`src/rtl/mod_counter_pkg.sv`:
```
// Shared definitions for the mod_counter slice: direction encodings,
// counter width helper and the BCD digit type.
package counter_pkg;

    localparam logic DIR_UP = 1'b1;
    localparam logic DIR_DN = 1'b0;

    typedef logic [3:0] bcd_digit_t;

    // Bits needed to hold 0..modulus-1, never less than one.
    function automatic int unsigned cnt_width(input int unsigned modulus);
        int unsigned w;
        w = $clog2(modulus);
        return (w < 1) ? 1 : w;
    endfunction

endpackage

```
`src/rtl/mod_counter_if.sv`:
```
// Control/status bundle of one mod_counter stage.
// master drives the controls and observes the count; slave is the counter.
interface mod_counter_if #(
    parameter int unsigned WIDTH = 6
);
    logic             en;
    logic             up_dn;
    logic             clr;
    logic             load;
    logic [WIDTH-1:0] load_val;
    logic [WIDTH-1:0] count;
    logic             tc;
    logic             load_err;

    modport master (
        output en, up_dn, clr, load, load_val,
        input  count, tc, load_err
    );

    modport slave (
        input  en, up_dn, clr, load, load_val,
        output count, tc, load_err
    );
endinterface

```
`src/rtl/mod_counter_bin2bcd_2dig.sv`:
```
// Combinational binary (0..99) to two-digit BCD converter.
module bin2bcd_2dig
    import counter_pkg::*;
(
    input  logic [6:0] bin,
    output bcd_digit_t tens,
    output bcd_digit_t ones
);

    assign tens = 4'(bin / 7'd10);
    assign ones = 4'(bin % 7'd10);

endmodule

```
`src/rtl/mod_counter.sv`:
```
// Parametrised modulo-N up/down counter with synchronous clear, parallel
// load, sticky load-range error and a combinational terminal-count strobe
// for cascading (stage k.en <= stage k-1.tc).
// Optional macro MOD_COUNTER_BCD_OUT_EN adds registered BCD outputs
// bcd_tens/bcd_ones, one clock behind count (MODULUS <= 100 only).
module mod_counter
    import counter_pkg::*;
#(
    parameter int unsigned MODULUS = 60,
    parameter int unsigned WIDTH   = cnt_width(MODULUS)
) (
    input  logic              clk,
    input  logic              rst_n,
    mod_counter_if.slave      bus
`ifdef MOD_COUNTER_BCD_OUT_EN
    ,
    output bcd_digit_t        bcd_tens,
    output bcd_digit_t        bcd_ones
`endif
);

    localparam logic [WIDTH-1:0] MAX_C   = WIDTH'(MODULUS - 1);
    localparam logic [WIDTH:0]   MOD_EXT = (WIDTH + 1)'(MODULUS);

    if (MODULUS < 2 || MODULUS > 65536) begin : g_bad_modulus
        $error("mod_counter: MODULUS %0d outside 2..65536", MODULUS);
    end
    if ((64'd1 << WIDTH) < 64'(MODULUS)) begin : g_bad_width
        $error("mod_counter: WIDTH %0d too small for MODULUS %0d", WIDTH, MODULUS);
    end

    logic load_ok;
    assign load_ok = ({1'b0, bus.load_val} < MOD_EXT);

    // Terminal count: asserted in the cycle the next enabled edge wraps.
    assign bus.tc = bus.en & ((bus.up_dn == DIR_UP) ? (bus.count == MAX_C)
                                                    : (bus.count == '0));

    // Count register and sticky load error; priority clr > load > en.
    always_ff @(posedge clk or negedge rst_n) begin
        if (!rst_n) begin
            bus.count    <= '0;
            bus.load_err <= 1'b0;
        end else if (bus.clr) begin
            bus.count    <= '0;
            bus.load_err <= 1'b0;
        end else if (bus.load) begin
            if (load_ok) begin
                bus.count <= bus.load_val;
            end else begin
                bus.count    <= '0;
                bus.load_err <= 1'b1;
            end
        end else if (bus.en) begin
            if (bus.up_dn == DIR_UP)
                bus.count <= (bus.count == MAX_C) ? '0 : bus.count + WIDTH'(1);
            else
                bus.count <= (bus.count == '0) ? MAX_C : bus.count - WIDTH'(1);
        end
    end

`ifdef MOD_COUNTER_BCD_OUT_EN
    if (MODULUS > 100) begin : g_bad_bcd
        $error("mod_counter: BCD output needs MODULUS <= 100, got %0d", MODULUS);
    end

    bcd_digit_t tens_c;
    bcd_digit_t ones_c;

    bin2bcd_2dig u_bin2bcd (
        .bin  (7'(bus.count)),
        .tens (tens_c),
        .ones (ones_c)
    );

    // BCD output register, one clock behind count.
    always_ff @(posedge clk or negedge rst_n) begin
        if (!rst_n) begin
            bcd_tens <= '0;
            bcd_ones <= '0;
        end else begin
            bcd_tens <= tens_c;
            bcd_ones <= ones_c;
        end
    end
`endif

endmodule

```
`src/flat_wrapper.sv`:
```
// flat-port wrapper written by rule: the top's interface ports become plain ports
module mod_counter_flat import counter_pkg::*;
#(
    parameter int unsigned MODULUS = 60,
    parameter int unsigned WIDTH   = cnt_width(MODULUS)
)
  (clk, rst_n, bus_en, bus_up_dn, bus_clr, bus_load, bus_load_val, bus_count, bus_tc, bus_load_err);
  mod_counter_if #(.WIDTH(WIDTH)) bus_i ();
  input  logic clk;
  input  logic rst_n;
  input wire logic [$bits(bus_i.en)-1:0] bus_en;
  input wire logic [$bits(bus_i.up_dn)-1:0] bus_up_dn;
  input wire logic [$bits(bus_i.clr)-1:0] bus_clr;
  input wire logic [$bits(bus_i.load)-1:0] bus_load;
  input wire logic [$bits(bus_i.load_val)-1:0] bus_load_val;
  output wire logic [$bits(bus_i.count)-1:0] bus_count;
  output wire logic [$bits(bus_i.tc)-1:0] bus_tc;
  output wire logic [$bits(bus_i.load_err)-1:0] bus_load_err;
  assign bus_i.en = bus_en;
  assign bus_i.up_dn = bus_up_dn;
  assign bus_i.clr = bus_clr;
  assign bus_i.load = bus_load;
  assign bus_i.load_val = bus_load_val;
  assign bus_count = bus_i.count;
  assign bus_tc = bus_i.tc;
  assign bus_load_err = bus_i.load_err;
  mod_counter #(.MODULUS(MODULUS), .WIDTH(WIDTH)) u_core (.clk(clk), .rst_n(rst_n), .bus(bus_i));
endmodule
```
`config.mk`:
```
export PLATFORM = sky130hd
export DESIGN_NAME = mod_counter_flat
export DESIGN_NICKNAME = d
export VERILOG_FILES = /design/src/rtl/mod_counter_pkg.sv /design/src/rtl/mod_counter_if.sv /design/src/rtl/mod_counter_bin2bcd_2dig.sv /design/src/rtl/mod_counter.sv /design/src/flat_wrapper.sv
export SDC_FILE = /design/constraint.sdc
export NUM_CORES = 1
export LEC_CHECK = 0
export CAP_MARGIN = 20
export CORE_UTILIZATION = 44
export CTS_CLUSTER_DIAMETER = 150
export CTS_CLUSTER_SIZE = 8
export DETAILED_ROUTE_END_ITERATION = 16
export GPL_TIMING_DRIVEN = 0
export PLACE_DENSITY = 0.76
export SKIP_LAST_GASP = 1
export SLEW_MARGIN = 20
export SYNTH_ARGS = -nofsm -noshare
export SYNTH_HDL_FRONTEND = slang
export SYNTH_SLANG_ARGS = --single-unit
export TNS_END_PERCENT = 10
```
`constraint.sdc`:
```
create_clock -name clk -period 2.2 [get_ports clk]
set_input_delay 0.66 -clock clk [delete_from_list [all_inputs] [get_ports clk]]
set_output_delay 0.66 -clock clk [all_outputs]
set_load 0.005 [all_outputs]
```
==> impl_metrics.tcl <==
set metrics [dict create \
    status "complete, no violations" \
    cts-root-buf "clkbuf_4" \
    worstPathArrival_ns 1.47 \
    cp-end-kind "output pin" \
    avgSynthCellArea_um2 8.62 \
    synth-simple-area-share 0.288 \
    worstPathCellList "nor3_4 > nor3b_4 > o21a_1 > buf_2" \
    routed_via_density 6.07 \
    die_area_um2 1590 \
    synth_top_area_cell "dfrtp_1" \
    powerDensity_nw_per_um2 486 \
    setup_viol 0 \
    vdd_ir_drop_max_v 0.000287 \
    whs_path_depth 2 \
    place_inst 106 \
    grt_pass1_wl_um 2700 \
    rsz0062_at_grt "false" \
    worstRegToRegCells 6 \
    initial_core_util 0.478 \
    port_buffers 18 \
    nNetsFinal 121 \
    totalWireLength_um 1890 \
    synth-compound-area-share 0.280 \
    finClkSkew_ns 0.00192 \
    synth-adder-area-share 0.0596 \
    synth_top_family_by_area "simple AND/OR/NAND/NOR gates" \
    worst_slew_pin_slew_ns 0.634 \
    synth.area.top_cells "dfrtp_1 28%, ha_1 6.0%, o21ai_0 4.8%" \
    antenna_found_initial 0 \
    gp_congestion 0.840 \
    synthDistinctLibCells 36 \
    grt_usage 0.273 \
    worst_ep_required_time_ns 1.54 \
    die_y_um 39.8 \
    grt_start_max_net_pins 10 \
    clk_latency_ns 0.26 \
    fin_cells 120 \
    dieWidth_um 39.8 \
    crit-reg2reg-launch "u_core.bus.count[0]$_DFFE_PN0P_" \
    core_um2 1320 \
    syn_inst 73 \
    maxSlewViolCount 0 \
    num_rows 13 \
    cap_violations 0 \
    critPathMaxStageDelay_ns 0.49 \
    startpoint_type "flop" \
    htreeDepth 1 \
    syn_nets 88 \
    ys_seq_area_frac 0.278 \
    synth_area_um2 629 \
    hold_class "reg -> reg" \
    dr.pass1.iters 5 \
    n_antenna_cell 0 \
    post-route-min-period_ns 2.13 \
    drcViolationCount 0 \
    fmax_ghz 0.470 \
    fill_cells 97 \
    grt_pass1_vias 620 \
    cts.sinks 7 \
    vias 728 \
    yosysWarnings 0 \
    slowest_stage "dfrtp_1" \
    design_power_total_uw 470 \
    crit_start "u_core.bus.count[3]$_DFFE_PN0P_" \
    postRouteAntennaNets 0 \
    fin_crit_sh 0.966 \
    wire_per_inst_um 15.8 \
    yosys.area.top_type_share 0.278 \
    clk_path_buf_depth 2 \
    final_hold_viol_count 0 \
    crit_type "reg -> out" \
    cts_tree "yes" \
    synthXorXnorAreaFrac 0.0278 \
    final_layout_size_suffix_gt1_frac 0.295 \
    synth_mux_area_frac 0 \
    area_delta_synth_final_pct 53.9 \
    slew_headroom 0.574 \
    io_pins 20 \
    min_from "u_core.bus.load_err$_DFFE_PN0P_" \
    leakage_nw 0.386 \
    dr.first_iter.drc_count 20 \
    cts_hold_buf 0 \
    ys_ff_latch 7 \
    clkTransAtPathRegs_ns 0.05 \
    place_hpwl_um 1180 \
    gr-total-overflow 0 \
    crit_fanout 8 \
    cts_buffers 3 \
]
==> logic make-up (layout without fill, tap and decap cells) <==
kind of cell	after synthesis	count (layout)
adders and majority gates	3	3
DFF	7	7
buffers and inverters	7	39
xor gates and xnor gates	2	2
and+or+nand+nor	28	28
AOI/OAI and AO/OA	26	26
==> critical path: cells and delay by family, from the launching register on <==
kind | cells | cell delay (ns)
compound gates | 1 | 0.14
buf+inv | 1 | 0.10
flops | 1 | 0.49
simple gates | 2 | 0.48
==> timing repair <==
action / CTS / global route
gates resized for setup: 17 / 0
setup buffers: 10 / 0
hold endpoints to repair: 0 / 0
endpoints found under the setup margin: 1 / 0
==> cells in the mapped netlist <==
cell type  number
nand2_2         1
a2111oi_0       1
inv_1           3
xor2_1          1
nor3_1          3
ha_1            3
nand2_1         5
nand3_1         1
a32o_1          1
buf_6           2
o31ai_1         2
a21oi_1         3
a31oi_1         1
and4_4          1
o21ai_1         1
nor3b_2         2
o32ai_1         1
a22oi_1         4
and4_1          1
nor3_2          1
inv_2           1
o21ai_0         6
a21o_2          1
clkbuf_1        1
and4_2          1
o311ai_0        1
nor4b_1         1
or4_1           2
dfrtp_1         7
nor2_1          5
o21a_1          3
nand2b_1        2
nand4b_1        1
o21bai_1        1
xnor2_1         1
nor3b_1         1
==> per-layer routing <==
layer  GRT usage  up-vias  routed length (µm)
li1            -      344                   -
met3       0.119        8                 172
met2       0.451       44                 918
met5           0        -                   0
met4       0.129        0                  52
met1       0.293      332                 750
==> area by class of cell <==
| class | instances | area [µm²] | share of cell area |
|---|---|---|---|
| multi-input cells | 59 | 455 | 0.470 |
| flip-flops and latches | 7 | 176 | 0.182 |
| clock buffers | 4 | 26.3 | 0.0271 |
| plain buffers | 3 | 26.3 | 0.0271 |
| well taps | 15 | 18.8 | 0.0194 |
| inverters | 4 | 15.0 | 0.0155 |
| repair buffers | 28 | 250 | 0.258 |
==> state kept, by name, indices dropped and copies added, names as in the netlist <==
register,flops
u_core.bus.count,6
u_core.bus.load_err,1
==> placed cells by master, fill, tap and decap left out, drive strengths merged, types with 2 or more instances in the layout <==
| cell | n |
|---|---|
| nor2 | 5 |
| nand2 | 6 |
| nand2b | 2 |
| a22oi | 4 |
| nor3 | 4 |
| clkbuf | 5 |
| ha | 3 |
| o21ai | 7 |
| or4 | 2 |
| nor3b | 3 |
| dfrtp | 7 |
| and4 | 3 |
| clkdlybuf4s50 | 15 |
| inv | 4 |
| buf | 13 |
| a21oi | 3 |
| o21a | 3 |
| o31ai | 2 |
==> stage by stage <==
step | setup TNS, ns | util | setup WS, ns | instance area [µm²] | hold WS (ns)
after global routing | 0 | 0.735 | 0.00963 | 968 | 0.536
final | 0 | 0.735 | 0.0739 | 968 | 0.498
after detailed placement | -0.748 | 0.629 | -0.696 | 828 | 0.494
after CTS | 0 | 0.735 | 0.0959 | 968 | 0.510
after floorplan | 0 | - | 0.366 | 629 | 0.364
after global placement | -0.756 | 0.629 | -0.715 | 828 | 0.487
==> worst paths after layout <==
| path | endpoint | slack [ns] |
|---|---|---|
| min in group asynchronous | u_core.bus.count[0]$_DFFE_PN0P_ | 0.67 |
| max | bus_tc | 0.07 |
| min reg2reg | u_core.bus.load_err$_DFFE_PN0P_ | 0.50 |
| min | u_core.bus.load_err$_DFFE_PN0P_ | 0.50 |
| max reg2reg | u_core.bus.count[3]$_DFFE_PN0P_ | 0.43 |
| max in group asynchronous | u_core.bus.count[1]$_DFFE_PN0P_ | 1.26 |
==> power by group <==
part / total [mW] / internal [mW] / switching (mW)
sequential: 0.154 / 0.139 / 0.0149
combinational: 0.198 / 0.112 / 0.0864
clock: 0.118 / 0.0693 / 0.0490
Note: power is estimated with default switching activity, not from simulation.
